===== src/rtl/abaud_sequencer_if.sv =====
// Signal bundle between the auto-baud sequencer and its surroundings:
// the UART control register, the RX pin and the BRG measurement datapath.
interface abaud_sequencer_if #(
   parameter int CNT_W = 8
);
   // No valid/ready pairs here. ld_en, abaud_clr and UxRXIF_clr are 1-cycle
   // strobes acted on at the next BRGCLK edge; all other signals are levels.
   logic             ABAUD;
   logic             UxRX;
   logic             UxRXIF_clr;
   logic [CNT_W-1:0] cnt_val;
   logic             cnt_rst;
   logic             cnt_en;
   logic             ld_en;
   logic             abaud_clr;
   logic             UxRXIF;
   logic             busy;
   logic             abaud_ovf;
   logic [1:0]       dbg_state;

   modport master (
      input  ABAUD, UxRX, UxRXIF_clr, cnt_val,
      output cnt_rst, cnt_en, ld_en, abaud_clr, UxRXIF, busy, abaud_ovf, dbg_state
   );

   modport slave (
      output ABAUD, UxRX, UxRXIF_clr, cnt_val,
      input  cnt_rst, cnt_en, ld_en, abaud_clr, UxRXIF, busy, abaud_ovf, dbg_state
   );
endinterface


===== src/rtl/abaud_sequencer.sv =====
// Auto-baud control FSM: times the 0x55 sync character between its first and last falling edge.
// Optional counter-overflow abort is enabled by defining ABAUD_TIMEOUT_EN.
module abaud_sequencer #(
   parameter int CNT_W  = 8,
   parameter int N_FALL = 5
) (
   input  logic             BRGCLK,
   input  logic             rst_n,
   abaud_sequencer_if.master seq_if
);
   typedef enum logic [1:0] {
      IDLE       = 2'd0,
      WAIT_START = 2'd1,
      MEASURE    = 2'd2,
      LOAD       = 2'd3
   } state_e;

   localparam logic [2:0] LAST_EDGE = 3'(N_FALL - 2);

   state_e     state_q;
   logic [2:0] edge_cnt_q;
   logic       sync1_q, sync2_q, prev_q;
   logic       cnt_rst_q, cnt_en_q, ld_en_q, abaud_clr_q, busy_q, flag_q;
   logic       rx_fall;
   logic       final_fall;
   logic       timeout;
   logic       timeout_hit;

   // Same 3-cycle latency on every edge, so the measured interval is exact.
   always_ff @(posedge BRGCLK or negedge rst_n) begin
      if (!rst_n) begin
         sync1_q <= 1'b1;
         sync2_q <= 1'b1;
         prev_q  <= 1'b1;
      end else begin
         sync1_q <= seq_if.UxRX;
         sync2_q <= sync1_q;
         prev_q  <= sync2_q;
      end
   end

   assign rx_fall    = prev_q & ~sync2_q;
   assign final_fall = rx_fall && (edge_cnt_q == LAST_EDGE);

`ifdef ABAUD_TIMEOUT_EN
   logic ovf_q;

   assign timeout = &seq_if.cnt_val;

   always_ff @(posedge BRGCLK or negedge rst_n) begin
      if (!rst_n) begin
         ovf_q <= 1'b0;
      end else if (timeout_hit) begin
         ovf_q <= 1'b1;
      end else if (seq_if.UxRXIF_clr) begin
         ovf_q <= 1'b0;
      end
   end

   assign seq_if.abaud_ovf = ovf_q;
`else
   logic unused_cnt_val;

   assign unused_cnt_val   = ^seq_if.cnt_val;
   assign timeout          = 1'b0;
   assign seq_if.abaud_ovf = 1'b0;
`endif

   // A final fall in the same cycle as a full counter still completes the measurement.
   assign timeout_hit = (state_q == MEASURE) && seq_if.ABAUD && timeout && !final_fall;

   always_ff @(posedge BRGCLK or negedge rst_n) begin
      if (!rst_n) begin
         state_q     <= IDLE;
         edge_cnt_q  <= 3'd0;
         cnt_rst_q   <= 1'b1;
         cnt_en_q    <= 1'b0;
         ld_en_q     <= 1'b0;
         abaud_clr_q <= 1'b0;
         busy_q      <= 1'b0;
      end else begin
         ld_en_q     <= 1'b0;
         abaud_clr_q <= 1'b0;
         case (state_q)
            IDLE: begin
               if (seq_if.ABAUD) begin
                  state_q    <= WAIT_START;
                  edge_cnt_q <= 3'd0;
                  busy_q     <= 1'b1;
               end
            end
            WAIT_START: begin
               if (!seq_if.ABAUD) begin
                  state_q <= IDLE;
                  busy_q  <= 1'b0;
               end else if (rx_fall) begin
                  state_q   <= MEASURE;
                  cnt_rst_q <= 1'b0;
                  cnt_en_q  <= 1'b1;
               end
            end
            MEASURE: begin
               if (!seq_if.ABAUD || timeout_hit) begin
                  state_q   <= IDLE;
                  cnt_rst_q <= 1'b1;
                  cnt_en_q  <= 1'b0;
                  busy_q    <= 1'b0;
               end else if (final_fall) begin
                  state_q     <= LOAD;
                  cnt_en_q    <= 1'b0;
                  ld_en_q     <= 1'b1;
                  abaud_clr_q <= 1'b1;
               end else if (rx_fall) begin
                  edge_cnt_q <= edge_cnt_q + 3'd1;
               end
            end
            LOAD: begin
               state_q   <= IDLE;
               cnt_rst_q <= 1'b1;
               busy_q    <= 1'b0;
            end
            default: begin
               state_q   <= IDLE;
               cnt_rst_q <= 1'b1;
               cnt_en_q  <= 1'b0;
               busy_q    <= 1'b0;
            end
         endcase
      end
   end

   // Set in LOAD has priority over a software clear in the same cycle.
   always_ff @(posedge BRGCLK or negedge rst_n) begin
      if (!rst_n) begin
         flag_q <= 1'b0;
      end else if (state_q == LOAD) begin
         flag_q <= 1'b1;
      end else if (seq_if.UxRXIF_clr) begin
         flag_q <= 1'b0;
      end
   end

   assign seq_if.cnt_rst   = cnt_rst_q;
   assign seq_if.cnt_en    = cnt_en_q;
   assign seq_if.ld_en     = ld_en_q;
   assign seq_if.abaud_clr = abaud_clr_q;
   assign seq_if.busy      = busy_q;
   assign seq_if.UxRXIF    = flag_q;
   assign seq_if.dbg_state = state_q;
endmodule


===== src/flat_wrapper.sv =====
// flat-port wrapper written by rule: the top's interface ports become plain ports
module abaud_sequencer_flat 
#(
   parameter int CNT_W  = 8,
   parameter int N_FALL = 5
)
  (BRGCLK, rst_n, seq_if_ABAUD, seq_if_UxRX, seq_if_UxRXIF_clr, seq_if_cnt_val, seq_if_cnt_rst, seq_if_cnt_en, seq_if_ld_en, seq_if_abaud_clr, seq_if_UxRXIF, seq_if_busy, seq_if_abaud_ovf, seq_if_dbg_state);
  abaud_sequencer_if #(.CNT_W(CNT_W)) seq_if_i ();
  input  logic BRGCLK;
  input  logic rst_n;
  input wire logic [$bits(seq_if_i.ABAUD)-1:0] seq_if_ABAUD;
  input wire logic [$bits(seq_if_i.UxRX)-1:0] seq_if_UxRX;
  input wire logic [$bits(seq_if_i.UxRXIF_clr)-1:0] seq_if_UxRXIF_clr;
  input wire logic [$bits(seq_if_i.cnt_val)-1:0] seq_if_cnt_val;
  output wire logic [$bits(seq_if_i.cnt_rst)-1:0] seq_if_cnt_rst;
  output wire logic [$bits(seq_if_i.cnt_en)-1:0] seq_if_cnt_en;
  output wire logic [$bits(seq_if_i.ld_en)-1:0] seq_if_ld_en;
  output wire logic [$bits(seq_if_i.abaud_clr)-1:0] seq_if_abaud_clr;
  output wire logic [$bits(seq_if_i.UxRXIF)-1:0] seq_if_UxRXIF;
  output wire logic [$bits(seq_if_i.busy)-1:0] seq_if_busy;
  output wire logic [$bits(seq_if_i.abaud_ovf)-1:0] seq_if_abaud_ovf;
  output wire logic [$bits(seq_if_i.dbg_state)-1:0] seq_if_dbg_state;
  assign seq_if_i.ABAUD = seq_if_ABAUD;
  assign seq_if_i.UxRX = seq_if_UxRX;
  assign seq_if_i.UxRXIF_clr = seq_if_UxRXIF_clr;
  assign seq_if_i.cnt_val = seq_if_cnt_val;
  assign seq_if_cnt_rst = seq_if_i.cnt_rst;
  assign seq_if_cnt_en = seq_if_i.cnt_en;
  assign seq_if_ld_en = seq_if_i.ld_en;
  assign seq_if_abaud_clr = seq_if_i.abaud_clr;
  assign seq_if_UxRXIF = seq_if_i.UxRXIF;
  assign seq_if_busy = seq_if_i.busy;
  assign seq_if_abaud_ovf = seq_if_i.abaud_ovf;
  assign seq_if_dbg_state = seq_if_i.dbg_state;
  abaud_sequencer #(.CNT_W(CNT_W), .N_FALL(N_FALL)) u_core (.BRGCLK(BRGCLK), .rst_n(rst_n), .seq_if(seq_if_i));
endmodule

===== config.mk =====
export PLATFORM = sky130hd
export DESIGN_NAME = abaud_sequencer_flat
export DESIGN_NICKNAME = d
export VERILOG_FILES = /design/src/rtl/abaud_sequencer_if.sv /design/src/rtl/abaud_sequencer.sv /design/src/flat_wrapper.sv
export SDC_FILE = /design/constraint.sdc
export NUM_CORES = 1
export LEC_CHECK = 0
export BUFFER_PORTS_ARGS = -buffer_cell sky130_fd_sc_hd__buf_2
export CAP_MARGIN = 20
export CORE_MARGIN = 4
export CORE_UTILIZATION = 49
export CTS_CLUSTER_DIAMETER = 40
export DETAILED_ROUTE_END_ITERATION = 7
export HOLD_SLACK_MARGIN = 0.1
export PLACE_DENSITY = 0.76
export SYNTH_ARGS = -nofsm -noshare
export SYNTH_HDL_FRONTEND = slang
export SYNTH_SLANG_ARGS = --single-unit

===== constraint.sdc =====
create_clock -name BRGCLK -period 1.9 [get_ports BRGCLK]
set_clock_uncertainty 0.1 [all_clocks]
set_input_delay 0 -clock BRGCLK [delete_from_list [all_inputs] [get_ports BRGCLK]]
set_output_delay 0 -clock BRGCLK [all_outputs]
set_load 0.05 [all_outputs]

Word level (Yosys, flattened, before mapping)

Index checks and enable logic that the tools add are counted.

Flip-flop bits (word level): 13
Bits of input ports: 13
Output and inout bits: 9

Add/subtract/negate cells: 1
Eq/ne operators: 14
Multiplexer cells: 28
Bitwise gates (word level): 2
Reduce and logical (&&, ||, !) cells: 12

Operators with widths:

| kind                  | count |
|---|---|
| $mux W1               | 14 |
| $mux W3               | 4 |
| $ne A2 B2 Y1 const B  | 6 |
| $mux W2               | 5 |
| $pmux W2 S4           | 1 |
| $reduce_and A4 Y1     | 2 |
| $ne A3 B2 Y1 const B  | 2 |
| $pmux W1 S3           | 2 |
| $pmux W3 S2           | 1 |
| $reduce_bool A2 Y1    | 3 |
| $reduce_and A5 Y1     | 1 |
| $eq A2 B2 Y1 const B  | 2 |
| $ne A2 B1 Y1 const B  | 2 |
| $add A3 B1 Y3 const B | 1 |
| $eq A3 B2 Y1 const B  | 1 |
| $reduce_and A3 Y1     | 1 |
| $reduce_bool A3 Y1    | 1 |
| $eq A2 B1 Y1 const B  | 1 |
| $logic_not A2 Y1      | 1 |
| $pmux W1 S2           | 1 |
| $reduce_and A2 Y1     | 1 |
| $reduce_or A2 Y1      | 1 |
| $and A1 B1 Y1         | 1 |
| $logic_and A1 B1 Y1   | 1 |
| $not A1 Y1            | 1 |

Longest topological paths before layout

Gate-level depths: netlist (run 1).

Depth in word-level cells: 6
Mapped depth: 6

Least setup slack after synthesis (run 1)

OpenSTA, ideal clock, no wires.

Kind: register to register
Start: register u_core.state_q[0] (netlist: u_core.seq_if.dbg_state[0])
End: register u_core.cnt_en_q (netlist: u_core.seq_if.cnt_en)
Setup time: 94 ps
Arrival: 1713 ps
Required time: 1706 ps
Path slack: -7 ps
Cell stages (with the launch flop): 6
Buffers on the path: 0
Cell sequence: dfrtp_1 inv_1 ha_1 nor2b_1 a21bo_2 a221oi_2

Word-level cells in the longest chain between the ends: 3
Elaborated cells on any way between the ends: 8
Those cells by class: 5 x eq/ne; 1 x mux; 2 x reduce/logical

RTL lines:

| element                                              | line                   | RTL |
|---|---|---|
| start: declaration                                   | abaud_sequencer.sv:20  | `state_e state_q;` |
| start signal: assignment                             | abaud_sequencer.sv:74  | `state_q <= IDLE;` |
| start signal: assignment                             | abaud_sequencer.sv:87  | `state_q <= WAIT_START;` |
| start signal: assignment                             | abaud_sequencer.sv:94  | `state_q <= IDLE;` |
| $eq A2 B2 Y1 / $eq A2 B1 Y1 (equally long branches)  | -                      |  |
| $ne A3 B2 Y1 (no line), or another cell as far along | -                      |  |
| $reduce_and A4 Y1 (no line)                          | -                      |  |
| end signal: assignment                               | abaud_sequencer.sv:77  | `cnt_en_q <= 1'b0;` |
| end signal: assignment                               | abaud_sequencer.sv:99  | `cnt_en_q <= 1'b1;` |
| end signal: assignment                               | abaud_sequencer.sv:106 | `cnt_en_q <= 1'b0;` |
| end: declaration                                     | abaud_sequencer.sv:23  | `logic cnt_rst_q, cnt_en_q, ld_en_q, abaud_clr_q, busy_q, flag_q;` |

Several ways; a longest one is shown, not always the timed one.
A chain may end at the register's enable or synchronous reset.

Final worst setup path (run 1)

Start: register u_core.edge_cnt_q[0]
End: register u_core.edge_cnt_q[1]

Word-level cells in the longest chain between the ends: 5
Elaborated cells on any way between the ends: 9
Those cells by class: 1 x add/sub; 2 x eq/ne; 4 x mux; 2 x reduce/logical

RTL lines:

| element                  | line                   | RTL |
|---|---|---|
| start: declaration       | abaud_sequencer.sv:21  | `logic [2:0] edge_cnt_q;` |
| start signal: assignment | abaud_sequencer.sv:114 | `edge_cnt_q <= edge_cnt_q + 3'd1;` |
| $add A3 B1 Y3            | abaud_sequencer.sv:114 |  |
| $mux W3                  | abaud_sequencer.sv:113 | `end else if (rx_fall) begin` |
| $mux W3                  | abaud_sequencer.sv:108 | `end else if (final_fall) begin` |
| $mux W3                  | abaud_sequencer.sv:103 | `if (!seq_if.ABAUD \|\| timeout_hit) begin` |
| $pmux W3 S2              | abaud_sequencer.sv:84  | `case (state_q)` |

Several ways; a longest one is shown, not always the timed one. The select of a mux whose other input is x is not followed.

==> results of run 1 <==
==> power groups by stage <==
stage	clock network, mW	logic (mW)	registers [mW]
after floorplan	0	0.309	0.544
after global routing	0.191	0.617	0.422
after detailed placement	0	0.557	0.418
final	0.166	0.560	0.413
after global placement	0	0.535	0.412
after CTS	0.176	0.566	0.413
==> metrics by stage <==
stage | instances | cell area (sq um)
floorplan | 69 | 779
global placement | 94 | 833
CTS | 103 | 910
global route | 103 | 910
detailed placement | 94 | 833
finish | 103 | 910
==> final timing paths <==
kind	start	endpoint	slack, ps	cells after the start
worst max register to register	u_core.edge_cnt_q[0]	u_core.edge_cnt_q[1]	150	5
worst max-delay path	u_core.edge_cnt_q[0]	u_core.edge_cnt_q[1]	150	5
min in group BRGCLK	u_core.sync1_q	u_core.sync2_q	260	0
worst min register to register	u_core.sync1_q	u_core.sync2_q	260	0
worst min-delay path	rst_n	u_core.seq_if.cnt_rst	160	2
max in group asynchronous	rst_n	u_core.seq_if.dbg_state[0]	650	3
==> area by class of cell <==
cell class | count | area share (%)
tap | 16 | 2.20
sequential | 13 | 36.5
timing repair buffer | 19 | 13.8
inverter | 6 | 2.48
clock buffer | 4 | 2.89
multi-input combinational | 45 | 42.2
==> synthesized netlist by cell type (all sizes together) (2+ instances only) <==
library cell and number:
dfrtp 9, a21o 3, nand3b 2, nor2 3
buf 5, o21ai 2, nand2 4, a211oi 2
a21oi 3, o311ai 2, inv 6, o211ai 2
a221oi 2, ha 6, dfstp 4
==> critical path, stage by stage (launching register included) <==
cell and delay (ps):
dfrtp_1 420, ha_1 230, ha_1 230, nand4bb_4 260
o211a_1 150, a221o_1 250
==> kinds of logic after synthesis <==
kind of cell | after synthesis
AO/OA/AOI/OAI | 22
adder cells (fa/ha/maj) | 6
buffers and inverters | 11
flip-flops | 13
multiplexers | 1
other | 1
AND/OR/NAND/NOR | 15
==> registers in the layout, summed over array words and instances, names as in the netlist <==
name	cells
u_core.edge_cnt_q	3
u_core.prev_q	1
u_core.seq_if.ld_en	1
u_core.seq_if.cnt_en	1
u_core.seq_if.busy	1
u_core.sync2_q	1
u_core.sync1_q	1
u_core.seq_if.UxRXIF	1
u_core.seq_if.dbg_state	2
u_core.seq_if.cnt_rst	1
==> timing repair <==
item,CTS,global route
buffers inserted,0,0
endpoints found under the setup margin,0,0
gates resized for setup,0,0
hold buffers,5,0
hold endpoints to repair,22,0
==> routing by layer <==
layer / vias up / GRT usage (%) / routed length, um
met5: - / 0 / 0
met4: 0 / 8.06 / 29
met3: 4 / 6.02 / 85
met2: 15 / 30.3 / 754
met1: 285 / 18.8 / 683
li1: 286 / - / -
==> run metrics, run 1 <==
vias 590; PortBufs 12; clock slew at the register clock pins of the worst setup and hold paths 70 ps; Seq pwr share between 30% and 40%; final core occ between 60% and 70%; worst slack, placed around 180 ps; ys flop type dfrtp_1; commonest non-fill, non-tap cells in the layout buf_2, dfrtp_1, ha_1; Static Leak between 0.4 and 0.5 nW; fin crit period roughly 1800 ps; drt total wl approximately 1.6 mm; Period Utilization, post-route between 90 and 100%; Gate Count Post-Synth 69; CTS max path bufs 2; fin. max-slew vios 0; DR vias/cell roughly 5.7; XOR/XNOR Fraction of Synth Area 0%; Ant. Diodes 0; Synth Area in Simple Gates roughly an eighth; largest family of logic cells by synthesized area compound AO/OA/AOI/OAI gates; number of synthesized flops with an enable pin 0; CTS sink cnt 13; ys async rst share 100%; CTS tree yes; largest net degree at the start of global routing 11; filler instances approximately 120; DP HPWL 1.17 mm; worst vdd ir ~900 uV; GR Overflow Total 0; initial antenna violation count 0; complex-gate fraction of the synthesized area about a quarter; vias in the first global route 622; switching share of power about 44%; maximum clock rate about 570 MHz; GP Congestion 0.765; Final WS setup 147 ps; Post-Syn Area per Cell about 11 sq um; setup TNS 0 ps; post-synthesis instance area just under 800 sq um; sequential element share of the synthesized area 42.4%; CTS buffer count 3; Hold WS approximately 160 ps; top cell type's share of synthesized area between 20% and 30%; fin nets approximately 110; htree depth 1; Arr. time, crit path 1810 ps; WL/cell 15.1 um; first-pass GRT wire length between 2 and 3 mm; Initial Util 51.7%; type of origin of the critical path flop; Critical Path Sink Type flop; FF+latch area approximately 330 sq um; Cell Int Power 0.639 mW; Final Hold Fails 0; final setup fails 0; First-pass DRT Iterations 3; Adder-Cell Fraction of Synth Area 9.65%; worst-path fanout max 7; drt drc 0; power share of the combinational group between 40 and 50%; kind of critical path reg -> reg; CTS root buffer clkbuf_4; Synth area leaders dfrtp_1, dfstp_2, ha_1; commonest non-fill, non-tap cell in the layout buf_2; latest clock arrival within the worst-skew pair around 270 ps; #FFs+latches synth 13; MaxCap Viol Count 0; RSZ-0062 raised after global routing false; Power Density approximately 1300 mW/mm^2; Multi-input gate area ~380 sq um; Cell Rows 14; die footprint approximately 0.0023 sq mm; Top Ports 22; Die Y-Extent 47.9 um; share of cells above drive strength 1 between 30% and 40%; hold crit path type in -> async; multiplexer share of the synthesized area under 10%; DR iter-0 viols 13; net switching power between 0.4 and 0.5 mW; Synth area leader dfrtp_1; post-route ant nets 0; chip width between 40 and 50 um; required time of the critical path 1960 ps; Core ar. roughly 0.0015 sq mm; Unique masters post-synth 32; Area Overhead vs Synth 16.9%; clock share of power between 10% and 20%; yosys warns 0; Net Count, Synth 88; Final Total Pwr approximately 1.1 mW; status finished, final reports clean; gr usage total between 10% and 20%
No activity file was read; power rests on OpenSTA's default activity.
==> run 2, diff against run 1 <==
==> constraint.sdc (replaced) <==
create_clock -name BRGCLK -period 1.9 [get_ports BRGCLK]
set_clock_uncertainty 0.1 [all_clocks]
set_input_delay 0.19 -clock BRGCLK [delete_from_list [all_inputs] [get_ports BRGCLK]]
set_output_delay 0.19 -clock BRGCLK [all_outputs]
set_load 0.05 [all_outputs]
==> run 2 against run 1 <==
Non-clock buffer count is 2 lower. Routed wire length fell by 2.8%. Sequential share of layout area grew 0.82 points. Critical path depth unchanged. Worst setup slack lost 4.2 ps. Clock power about the same. Cell area is 2.2% lower. Count of clock-buffer cells in the layout is the same. Critical endpoint unchanged.
==> run metrics, run 2 (synthesized netlist as in run 1, its figures left out) <==
status finished, final reports clean; Final WS setup 143 ps (-4.18 ps); clock share of power 14.6% (about the same); DP HPWL 1.17 mm (unchanged); Power Density 1280 mW/mm^2 (+1.8%); FF+latch area 332 sq um (unchanged); Setup Fix Bufs, Post-CTS 0 (unchanged); CTS root buffer clkbuf_4; Cell Rows 14 (unchanged); maximum clock rate 569 MHz (-0.24%); Period Utilization, post-route 92.5% (+0.22 points); PortBufs 12 (unchanged); GR Overflow Total 0 (unchanged); Cells after DPL 94 (unchanged); Post-Layout Cell Count 101 (-1.9%); CP most frequent cell ha_1; Top Ports 22 (unchanged); GP Congestion 0.765 (unchanged); slowest cell delay on critical path 420 ps (about the same); setup TNS 0 ps (unchanged); cells along the critical path ha_1 -> ha_1 -> nand4bb_4 -> o211a_1 -> a221o_1; final setup fails 0 (unchanged); commonest non-fill, non-tap cells in the layout buf_2, dfrtp_1, ha_1; worst-path fanout max 7 (unchanged); Reg with most FFs u_core.edge_cnt_q; Arr. time, crit path 1820 ps (about the same); worst path bufs/invs 0 (unchanged); Critical Path Sink Type flop; die footprint 0.00229 sq mm (unchanged); Area Overhead vs Synth 14.3%; drt drc 0 (unchanged); Initial Util 51.7% (unchanged); latest clock arrival within the worst-skew pair 270 ps (about the same); slowest CP cell dfrtp_1; Seq pwr share 36.4% (+0.2 points); Static Leak 0.433 nW (-1.9%); Die Y-Extent 47.9 um (unchanged); post-route ant nets 0 (unchanged); clock slew at the register clock pins of the worst setup and hold paths 70 ps (about the same); CTS tree yes; Cell Int Power 0.636 mW (-0.46%); hold crit path type in -> reg; CTS max path bufs 2 (unchanged); vias in the first global route 606 (-2.6%); DR iter-0 viols 11 (-2); worst slack, placed 181 ps (unchanged); filler instances 124 (+1.6%); WL/cell 14.9 um (-0.91%); DR vias/cell 5.62 (-1.8%); largest net degree at the start of global routing 14 (+3); CTS sink cnt 13 (unchanged); initial antenna violation count 0 (unchanged); Core ar. 0.00151 sq mm (unchanged); chip width 47.9 um (unchanged); fin crit period 1760 ps (+4.18 ps); RSZ-0062 raised after global routing false; worst vdd ir 915 uV (about the same); type of origin of the critical path flop; htree depth 1 (unchanged); fin nets 105 (-1.9%); Ant. Diodes 0 (unchanged); max FFs per register 3 (unchanged); First-pass DRT Iterations 2 (-1); Final Hold Fails 0 (unchanged); drt total wl 1.51 mm (-2.8%); fin. max-slew vios 0 (unchanged); CTS buffer count 3 (unchanged); gr usage total 16.8% (-0.61 points); Multi-input gate area 384 sq um (unchanged); kind of critical path reg -> reg; vias 568 (-3.7%); switching share of power 43.9% (about the same); first-pass GRT wire length 2.60 mm (-4.1%); share of cells above drive strength 1 34.1% (+0.78 points); power share of the combinational group 49.1% (about the same); required time of the critical path 1960 ps (about the same); Top delay family on crit path adder cells; commonest non-fill, non-tap cell in the layout buf_2; MaxCap Viol Count 0 (unchanged); net switching power 0.498 mW (-0.34%); Hold WS 168 ps (+5.76 ps)
## run 2: changes by cell type in the layout (fill, tap and decap cells not counted)
cell and change:
dlygate4sd3_1 -2
## run 2: cell type report
type / instances / share of cell area (%)
clock buffer: 4 / 2.95
inverter: 6 / 2.53
multi-input combinational: 45 / 43.2
sequential: 13 / 37.3
tap: 16 / 2.25
timing repair buffer: 17 / 11.8
## run 2: worst register-to-register path, delay by kind of cell, from the launching register on
family	cells	cell delay (ps)
simple gates	1	260
compound gates	2	400
flops	1	420
fa+ha+maj	2	460
## run 2: repair_timing
item                       in CTS  in global routing
setup endpoints to repair       0                  0
gates resized for setup         0                  0
hold buffers                    3                  0
hold endpoints to repair       15                  0
## run 2: worst paths after layout
kind | cells after the start | end | from | slack [ps]
setup reg to reg | 5 | u_core.edge_cnt_q[1] | u_core.edge_cnt_q[0] | 140
hold reg to reg | 0 | u_core.sync2_q | u_core.sync1_q | 260
min in group asynchronous | 2 | u_core.seq_if.dbg_state[1] | rst_n | 220
max in group asynchronous | 2 | u_core.sync2_q | rst_n | 1200
hold / removal | 3 | u_core.seq_if.ld_en | seq_if_ABAUD | 170
setup / recovery | 5 | u_core.edge_cnt_q[1] | u_core.edge_cnt_q[0] | 140
## run 2: through the flow
stage               cell area (sq um)  power (mW)  util (%)
floorplan                         779       0.854         -
global placement                  833       0.947      55.3
detailed placement                833       0.975      55.3
CTS                               890        1.15      59.1
global route                      890        1.23      59.1
finish                            890        1.13      59.1
## run 2: per-layer routing
layer	routed length, um	GRT usage (%)
met1	674	17.5
met2	752	29.8
met3	60	6.02
met4	21	8.06
met5	0	0
## run 2: power by group through the flow
stage | combinational (mW) | clock [mW] | sequential [mW]
3_5_place_dp | 0.557 | 0 | 0.418
3_3_place_gp | 0.535 | 0 | 0.412
4_1_cts | 0.562 | 0.176 | 0.413
6_report | 0.557 | 0.165 | 0.412
5_1_grt | 0.612 | 0.191 | 0.422
2_1_floorplan | 0.309 | 0 | 0.544
==> run 3, diff against run 2 <==
- BUFFER_PORTS_ARGS: -buffer_cell sky130_fd_sc_hd__buf_2 -> -buffer_cell sky130_fd_sc_hd__buf_4
==> run 3 against run 2 <==
Maximum frequency rose by 0.15%. Worst hold slack got worse by 30 ps. Worst setup slack improved by 2.6 ps. Core utilization rose by 2.0 points. Global-route usage fell by 0.73 points. Flip-flop and latch count did not move. Critical path depth did not move. Cell count did not move. Sequential power barely moved. Non-clock buffer count did not move. Critical path type unchanged. Critical endpoint unchanged. Largest cell class unchanged.
==> run metrics, run 3 (synthesized netlist as in run 1, its figures left out) <==
gr usage total 16.1% (-0.73 points); DP HPWL 1.09 mm (-6.5%); First-pass DRT Iterations 4 (+2); CTS buffer count 3 (unchanged); die footprint 0.00229 sq mm (unchanged); worst vdd ir 837 uV (-8.5%); first-pass GRT wire length 2.55 mm (-1.8%); Top delay family on crit path adder cells; status finished, final reports clean; Period Utilization, post-route 92.3% (-0.14 points); Power Density 1270 mW/mm^2 (-0.63%); worst-path fanout max 7 (unchanged); GR Util met3 2.26% (-3.8 points); Ant. Diodes 0 (unchanged); DR vias/cell 5.64 (+0.35%); type of origin of the critical path flop; GR Overflow Total 0 (unchanged); DP Area 863 sq um (+3.6%); filler instances 117 (-5.6%); hold crit path type in -> reg; CTS root buffer clkbuf_4; fin nets 105 (unchanged); Multi-input gate area 384 sq um (unchanged); Worst R2R Setup Slack 150 ps (about the same); fin. max-slew vios 0 (unchanged); PortBufs 12 (unchanged); Top Ports 22 (unchanged); Reg with most FFs u_core.edge_cnt_q; drt total wl 1.44 mm (-4.3%); MaxCap Viol Count 0 (unchanged); post-CTS sizing 0 (unchanged); RSZ-0062 raised after global routing false; largest net degree at the start of global routing 14 (unchanged); Final Total Pwr 1.17 mW (+2.7%); final setup fails 0 (unchanged); CTS max path bufs 2 (unchanged); required time of the critical path 1960 ps (about the same); drt drc 0 (unchanged); CTS tree yes; CTS sink cnt 13 (unchanged); GP Congestion 0.761 (-0.50%); maximum clock rate 570 MHz (+0.15%); WL/cell 14.3 um (-4.3%); Cell Rows 14 (unchanged); Die Y-Extent 47.9 um (unchanged); cells along the critical path ha_1 -> ha_1 -> nand4bb_4 -> o211a_1 -> a221o_1; M1 GR Usage 19.9% (+2.4 points); max FFs per register 3 (unchanged); CP most frequent cell ha_1; Initial Util 51.7% (unchanged); commonest non-fill, non-tap cells in the layout buf_4, dfrtp_1, ha_1; Core ar. 0.00151 sq mm (unchanged); Critical Path Sink Type flop; vias 570 (+0.35%); share of cells above drive strength 1 34.1% (unchanged); Arr. time, crit path 1820 ps (about the same); fin crit period 1750 ps (-2.64 ps); kind of critical path reg -> reg; slowest cell delay on critical path 420 ps (about the same); vias in the first global route 592 (-2.3%); worst path bufs/invs 0 (unchanged); commonest non-fill, non-tap cell in the layout buf_4; Final Hold Fails 0 (unchanged); FF+latch area 332 sq um (unchanged); htree depth 1 (unchanged); GRT met2 Usage 26.4% (-3.4 points); post-route cell area 920 sq um (+3.4%); clock slew at the register clock pins of the worst setup and hold paths 80 ps (about the same); latest clock arrival within the worst-skew pair 280 ps (about the same); Area Overhead vs Synth 18.2%; Top Usage Layer GRT met2; post-route ant nets 0 (unchanged); DR iter-0 viols 8 (-3); initial antenna violation count 0 (unchanged); slowest CP cell dfrtp_1; setup TNS 0 ps (unchanged); Static Leak 0.440 nW (+1.6%); chip width 47.9 um (unchanged)
-- run 3: cell counts in the layout (fill, tap and decap cells not counted) --
Identical to the previous run, type by type.
-- run 3: stage by stage --
stage	instances	util [%]	worst slack (ps)	hold slack, ps
after floorplan	69	-	35.7	-206
after global placement	94	57.3	196	-57.5
after detailed placement	94	57.3	167	-55.3
after CTS	101	61.0	142	136
after global routing	101	61.0	61.2	147
final	101	61.0	146	139
-- run 3: worst min-delay path: cells and delay by family --
family | cells | cell delay, ps
buffers and inverters | 1 | 150
and+or+nand+nor | 2 | 140
-- run 3: cell type report --
cell class | instances | share of cell area, %
well taps | 16 | 2.18
inverters | 6 | 2.45
flip-flops and latches | 13 | 36.1
multi-input cells | 45 | 41.8
clock buffers | 4 | 2.86
repair buffers | 17 | 14.7
-- run 3: worst paths after layout --
check                      depth (start not counted)                 start              endpoint
max                                                5  u_core.edge_cnt_q[0]  u_core.edge_cnt_q[1]
max reg2reg                                        5  u_core.edge_cnt_q[0]  u_core.edge_cnt_q[1]
min                                                3          seq_if_ABAUD   u_core.seq_if.ld_en
max in group asynchronous                          2                 rst_n        u_core.sync2_q
min in group asynchronous                          2                 rst_n   u_core.seq_if.ld_en
min reg2reg                                        0        u_core.sync1_q        u_core.sync2_q
-- run 3: metal layers --
layer | vias up | share of wire (%) | wire length [um]
met4 | 0 | 2.9 | 42
met2 | 13 | 48 | 687
met1 | 269 | 45 | 650
met5 | - | 0 | 0
met3 | 5 | 4.4 | 63
li1 | 283 | - | -
-- run 3: power by group --
group | internal [mW] | switching (mW) | leakage [nW] | total, mW
clock network | 0.0815 | 0.0921 | 0.0150 | 0.174
registers | 0.352 | 0.0603 | 0.156 | 0.412
logic | 0.229 | 0.351 | 0.269 | 0.579
-- run 3: timing repair --
action / in CTS / in global routing
buffers inserted: 0 / 0
hold buffers: 3 / 0
hold endpoints to repair: 15 / 0
